===== src/rtl/univ_shift_reg.sv =====
// Universal shift register: hold/load/shift/rotate/asr/clear in single steps, plus a
// multi-cycle "shift by N" sequencer that reports progress on busy and a one-cycle done.
module univ_shift_reg #(
    parameter int WIDTH = 8,
    parameter int CNT_W = 4
) (
    input  logic             clk,
    input  logic             rst,
    input  logic             en,
    input  logic             start,
    input  logic [2:0]       mode,
    input  logic [WIDTH-1:0] d,
    input  logic             sin,
    input  logic [CNT_W-1:0] amount,
    output logic [WIDTH-1:0] q,
    output logic             sout,
    output logic             busy,
    output logic             done
);

    localparam logic [2:0] M_HOLD  = 3'b000;
    localparam logic [2:0] M_LOAD  = 3'b001;
    localparam logic [2:0] M_SHL   = 3'b010;
    localparam logic [2:0] M_SHR   = 3'b011;
    localparam logic [2:0] M_ROTL  = 3'b100;
    localparam logic [2:0] M_ROTR  = 3'b101;
    localparam logic [2:0] M_ASR   = 3'b110;
    localparam logic [2:0] M_CLEAR = 3'b111;

    typedef enum logic {
        IDLE = 1'b0,
        RUN  = 1'b1
    } state_t;

    // Handshake: start is sampled only in IDLE with a shifting mode; busy is high while
    // steps remain after the current one, and done pulses for one cycle on completion.
    state_t           state, state_next;
    logic [2:0]       run_mode, run_mode_next;
    logic [CNT_W-1:0] cnt, cnt_next;
    logic [WIDTH-1:0] q_next;
    logic             sout_next, busy_next, done_next;

    logic [2:0]       step_mode;
    logic             do_step;
    logic [WIDTH-1:0] step_q;
    logic             step_sout;
    logic             step_sout_en;
    logic             mode_is_shift;

    assign mode_is_shift = (mode >= M_SHL) && (mode <= M_ASR);

    // One-step datapath shared by single-cycle operations and the sequencer.
    always_comb begin
        step_q       = q;
        step_sout    = sout;
        step_sout_en = 1'b0;
        case (step_mode)
            M_HOLD:  step_q = q;
            M_LOAD:  step_q = d;
            M_SHL: begin
                step_q       = {q[WIDTH-2:0], sin};
                step_sout    = q[WIDTH-1];
                step_sout_en = 1'b1;
            end
            M_SHR: begin
                step_q       = {sin, q[WIDTH-1:1]};
                step_sout    = q[0];
                step_sout_en = 1'b1;
            end
            M_ROTL: begin
                step_q       = {q[WIDTH-2:0], q[WIDTH-1]};
                step_sout    = q[WIDTH-1];
                step_sout_en = 1'b1;
            end
            M_ROTR: begin
                step_q       = {q[0], q[WIDTH-1:1]};
                step_sout    = q[0];
                step_sout_en = 1'b1;
            end
            M_ASR: begin
                step_q       = {q[WIDTH-1], q[WIDTH-1:1]};
                step_sout    = q[0];
                step_sout_en = 1'b1;
            end
            M_CLEAR: step_q = '0;
            default: step_q = q;
        endcase
    end

    always_comb begin
        state_next    = state;
        run_mode_next = run_mode;
        cnt_next      = cnt;
        busy_next     = busy;
        done_next     = 1'b0;
        step_mode     = mode;
        do_step       = 1'b0;
        case (state)
            IDLE: begin
                if (start && mode_is_shift) begin
                    run_mode_next = mode;
                    if (amount == '0) begin
                        done_next = 1'b1;
                    end else if (amount == CNT_W'(1)) begin
                        do_step   = 1'b1;
                        done_next = 1'b1;
                    end else begin
                        do_step    = 1'b1;
                        cnt_next   = amount - CNT_W'(1);
                        busy_next  = 1'b1;
                        state_next = RUN;
                    end
                end else if (en) begin
                    do_step = 1'b1;
                end
            end
            RUN: begin
                step_mode = run_mode;
                // busy drops with the last step; the following edge closes the run.
                if (cnt == '0) begin
                    state_next = IDLE;
                    busy_next  = 1'b0;
                    done_next  = 1'b1;
                end else begin
                    do_step   = 1'b1;
                    cnt_next  = cnt - CNT_W'(1);
                    busy_next = (cnt != CNT_W'(1));
                end
            end
            default: begin
                state_next = IDLE;
                busy_next  = 1'b0;
            end
        endcase
        q_next    = do_step ? step_q : q;
        sout_next = (do_step && step_sout_en) ? step_sout : sout;
    end

    always_ff @(posedge clk) begin
        if (rst) begin
            state    <= IDLE;
            run_mode <= M_HOLD;
            cnt      <= '0;
            q        <= '0;
            sout     <= 1'b0;
            busy     <= 1'b0;
            done     <= 1'b0;
        end else begin
            state    <= state_next;
            run_mode <= run_mode_next;
            cnt      <= cnt_next;
            q        <= q_next;
            sout     <= sout_next;
            busy     <= busy_next;
            done     <= done_next;
        end
    end

endmodule


===== config.mk =====
export PLATFORM = sky130hd
export DESIGN_NAME = univ_shift_reg
export DESIGN_NICKNAME = d
export VERILOG_FILES = /design/src/rtl/univ_shift_reg.sv
export SDC_FILE = /design/constraint.sdc
export NUM_CORES = 1
export LEC_CHECK = 0
export CAP_MARGIN = 20
export CORE_MARGIN = 1.5
export CORE_UTILIZATION = 41
export CTS_CLUSTER_SIZE = 40
export DETAILED_ROUTE_END_ITERATION = 10
export GPL_TIMING_DRIVEN = 0
export PLACE_DENSITY = 0.69
export SETUP_SLACK_MARGIN = 0.4
export SKIP_LAST_GASP = 1
export SYNTH_ARGS = -nofsm -noshare
export SYNTH_HDL_FRONTEND = slang
export SYNTH_SLANG_ARGS = --single-unit

===== constraint.sdc =====
create_clock -name clk -period 5.35 [get_ports clk]
set_clock_uncertainty 0.15 [all_clocks]
set_input_delay 0.535 -clock clk [delete_from_list [all_inputs] [get_ports clk]]
set_output_delay 0.535 -clock clk [all_outputs]
set_load 0.03 [all_outputs]

==> results by group <==
Floorplan
  – Core area: 3130 um^2
  – Die H: slightly above 60 um
  – Die Area: around 3700 um^2
  – Initial Util: approximately 44%
  – Row cnt: 20
  – Ports: 31
  – Die Wd: around 61 um

Pwr
  – PD cells: approximately 280 nW/um^2
  – Max rail drop VDD: approximately 0.12 mV
  – Total power: ~480 uW
  – Leakage: roughly 0.00065 uW

Timing
  – Final Cycle Share: just over 50%
  – Setup TNS: 0 ns
  – Least-Margin Pin Slew: approximately 0.90 ns
  – Final min period: between 2 and 3 ns
  – Pins Over Slew Limit: 0
  – Setup repair after global routing missed its margin: no
  – Final Hold Viols: 0
  – Slew HR: between 30% and 40%
  – Worst hold slack: around 0.36 ns
  – Final setup fails: 0
  – Peak Freq: about 0.36 GHz

Clock network
  – CTS Root Cell: clkbuf_4
  – Worst-Skew Late Latency: slightly above 0.3 ns
  – Clock tree sinks: 19
  – Max H-tree Level: 1
  – Clock transition at path regs: around 0.11 ns
  – Postcts setup bufs: 0
  – Cts hold-fix bufs: 0
  – Post_cts resized: 0
  – Num CTS Buffers: 3
  – CTS tree: built
  – Clock Tree Buf Depth: 2

Worst setup path
  – WP buf/inv: 3
  – Crit path max-delay family: simple AND/OR/NAND/NOR gates
  – Worst-path cell with the longest stage delay: nor4_2
  – Critical path endpoint category: flop
  – R2R Setup Slk: around 3.0 ns
  – CP startpoint: amount[0]
  – Crit Path Category: in2reg
  – Worst reg2reg startpoint: cnt[0]$_SDFFE_PP0P_
  – Worst reg2reg path endpoint: q[2]$_SDFFE_PP0P_
  – CP max stage delay: ~0.68 ns
  – CP Data Required Time: 5.43 ns
  – Crit-path max FO: 10
  – Arrival time of the worst setup path: between 2 and 3 ns
  – Startpoint types: primary input
  – Crit-path cells: clkdlybuf4s50_1 -> inv_1 -> ha_1 -> or3b_2 -> nor4_1 -> nor4_2 -> buf_4 -> nor2_1 -> a211oi_2
  – R2R cell count: 7

Cells and area
  – Area growth syn-to-layout: 25.6%
  – Finished Layout Cells: ~250
  – Commonest cells after routing, fill and taps aside: clkdlybuf4s50_1, nand2_1, nor2_1
  – Fillers: 322
  – Number of diodes: 0
  – Final nets: roughly 230
  – Share of cells above drive strength 1: a little over a tenth
  – Final instance area: roughly 1700 um^2
  – Most common cell after layout, fill and taps aside: clkdlybuf4s50_1

Yosys
  – Synthesis-stage register bit count: 19
  – Area contributors post-synth: dfxtp_1, nand2_1, nor2_1
  – EDFF count, synth: 0
  – Count of different cell masters after synthesis: 43
  – Syn_nets: about 200
  – Largest area contributor in the netlist: dfxtp_1
  – Post-synth top flop: dfxtp_1
  – Asr flop ratio synth: 0%
  – Synth top area share: between 20% and 30%
  – Syn. warnings: 0
  – Mapped Avg Cell Area: 7.97 um^2
  – Post-synthesis cell area: approximately 1400 um^2
  – Syn Inst Count: 173
  – Post-synthesis sequential area ratio: approximately 28%

Detailed routing
  – Pre-antenna DRT Iters: 4
  – Via count: 1,407
  – Initial drt markers: 143
  – Antenna viol nets, final: 0
  – WL/cell: roughly 14 um
  – Routed WL: between 3 and 4 mm
  – Vias/cell: about 5.7
  – Drt drc: 0

Placed design
  – Port buffer count: 27
  – Hpwl dp: about 2.7 mm
  – Placed cells: ~240
  – Placement Cell Area: 1700 um^2
  – Routability cong.: 0.792

Min path
  – Worst Hold Endpoint: sout$_SDFFE_PP0P_
  – Hold WC Path Type: reg2reg
  – Min-Delay Startpoint: sout$_SDFFE_PP0P_
  – Hold path depth: 2

GRT
  – First-pass GRT wire length: slightly above 6 mm
  – Gr usage total: approximately a fifth
  – Total gr overflow: 0
  – Antenna violations before repair: 0
  – Largest net degree at the start of global routing: 12
  – Vias in the first global route: around 1,300

Run
  – MaxCap Viol Count: 0

Status
  – Status: finished, final reports clean
## layer usage
layer | global-route usage [%] | vias up | routed length, um
li1 | - | 706 | -
met1 | 26.9 | 662 | 1550
met2 | 36.9 | 35 | 1840
met3 | 3.20 | 4 | 170
met4 | 5.90 | 0 | 29
met5 | 0 | - | 0
## area by class of cell
class,count,area (um^2),share of cell area (%)
Clock inverter,1,5.00,0.289
Inverter,5,18.8,1.08
Multi-Input combinational cell,138,902,52.1
Buffer,11,77.6,4.48
Clock buffer,3,22.5,1.30
Tap cell,44,55.1,3.18
Timing Repair Buffer,27,270,15.6
Sequential cell,19,380,22.0
## cells in the mapped netlist, drive strengths merged (2+ instances only)
| library cell | n |
|---|---|
| nand2 | 23 |
| and3 | 2 |
| inv | 5 |
| xnor2 | 4 |
| buf | 9 |
| dfxtp | 19 |
| a211oi | 9 |
| mux2i | 8 |
| nor2 | 22 |
| clkbuf | 2 |
| nand3 | 4 |
| a21oi | 8 |
| mux2 | 3 |
| nor3b | 3 |
| nor4 | 4 |
| a222oi | 6 |
| a221oi | 2 |
| nor3 | 9 |
| xor2 | 2 |
| o21ai | 8 |
| o211ai | 3 |
| ha | 4 |
## through the flow
| step | worst slack [ns] | util [%] |
|---|---|---|
| after CTS | 2.56 | 55.4 |
| after detailed placement | 2.23 | 54.5 |
| after global placement | 2.30 | 54.5 |
| after global routing | 2.47 | 55.4 |
| after floorplan | 3.07 | - |
| final | 2.57 | 55.4 |
## worst max path at each step
stage	depth (start not counted)	endpoint
floorplan	7	q[0]$_SDFFE_PP0P_
CTS	9	q[2]$_SDFFE_PP0P_
global placement	9	q[2]$_SDFFE_PP0P_
finish	9	q[2]$_SDFFE_PP0P_
global route	9	q[2]$_SDFFE_PP0P_
detailed placement	9	q[2]$_SDFFE_PP0P_
## cell families after synthesis
group                    share of synthesized area, %
AO/OA/AOI/OAI                                    22.4
XOR/XNOR                                         3.81
adder cells (fa/ha/maj)                          3.63
buffers and inverters                            6.99
flip-flops                                       27.6
multiplexers                                     9.35
AND/OR/NAND/NOR                                  26.2
## state kept, by name, indices dropped and copies added, names as in the netlist
register  cells
cnt           4
sout          1
q             8
done          1
state         1
run_mode      3
busy          1
## worst min-delay path, cell delays in order, from the launching register on
cell	delay (ns)
dfxtp_1	0.34
o21ai_0	0.07
a21oi_1	0.06
## power by group
group          switching (uW)  internal (uW)  total, uW
clock                    49.6           27.8       77.4
combinational             118           96.9        215
sequential               23.3            161        184
Note: power is estimated with default switching activity, not from simulation.
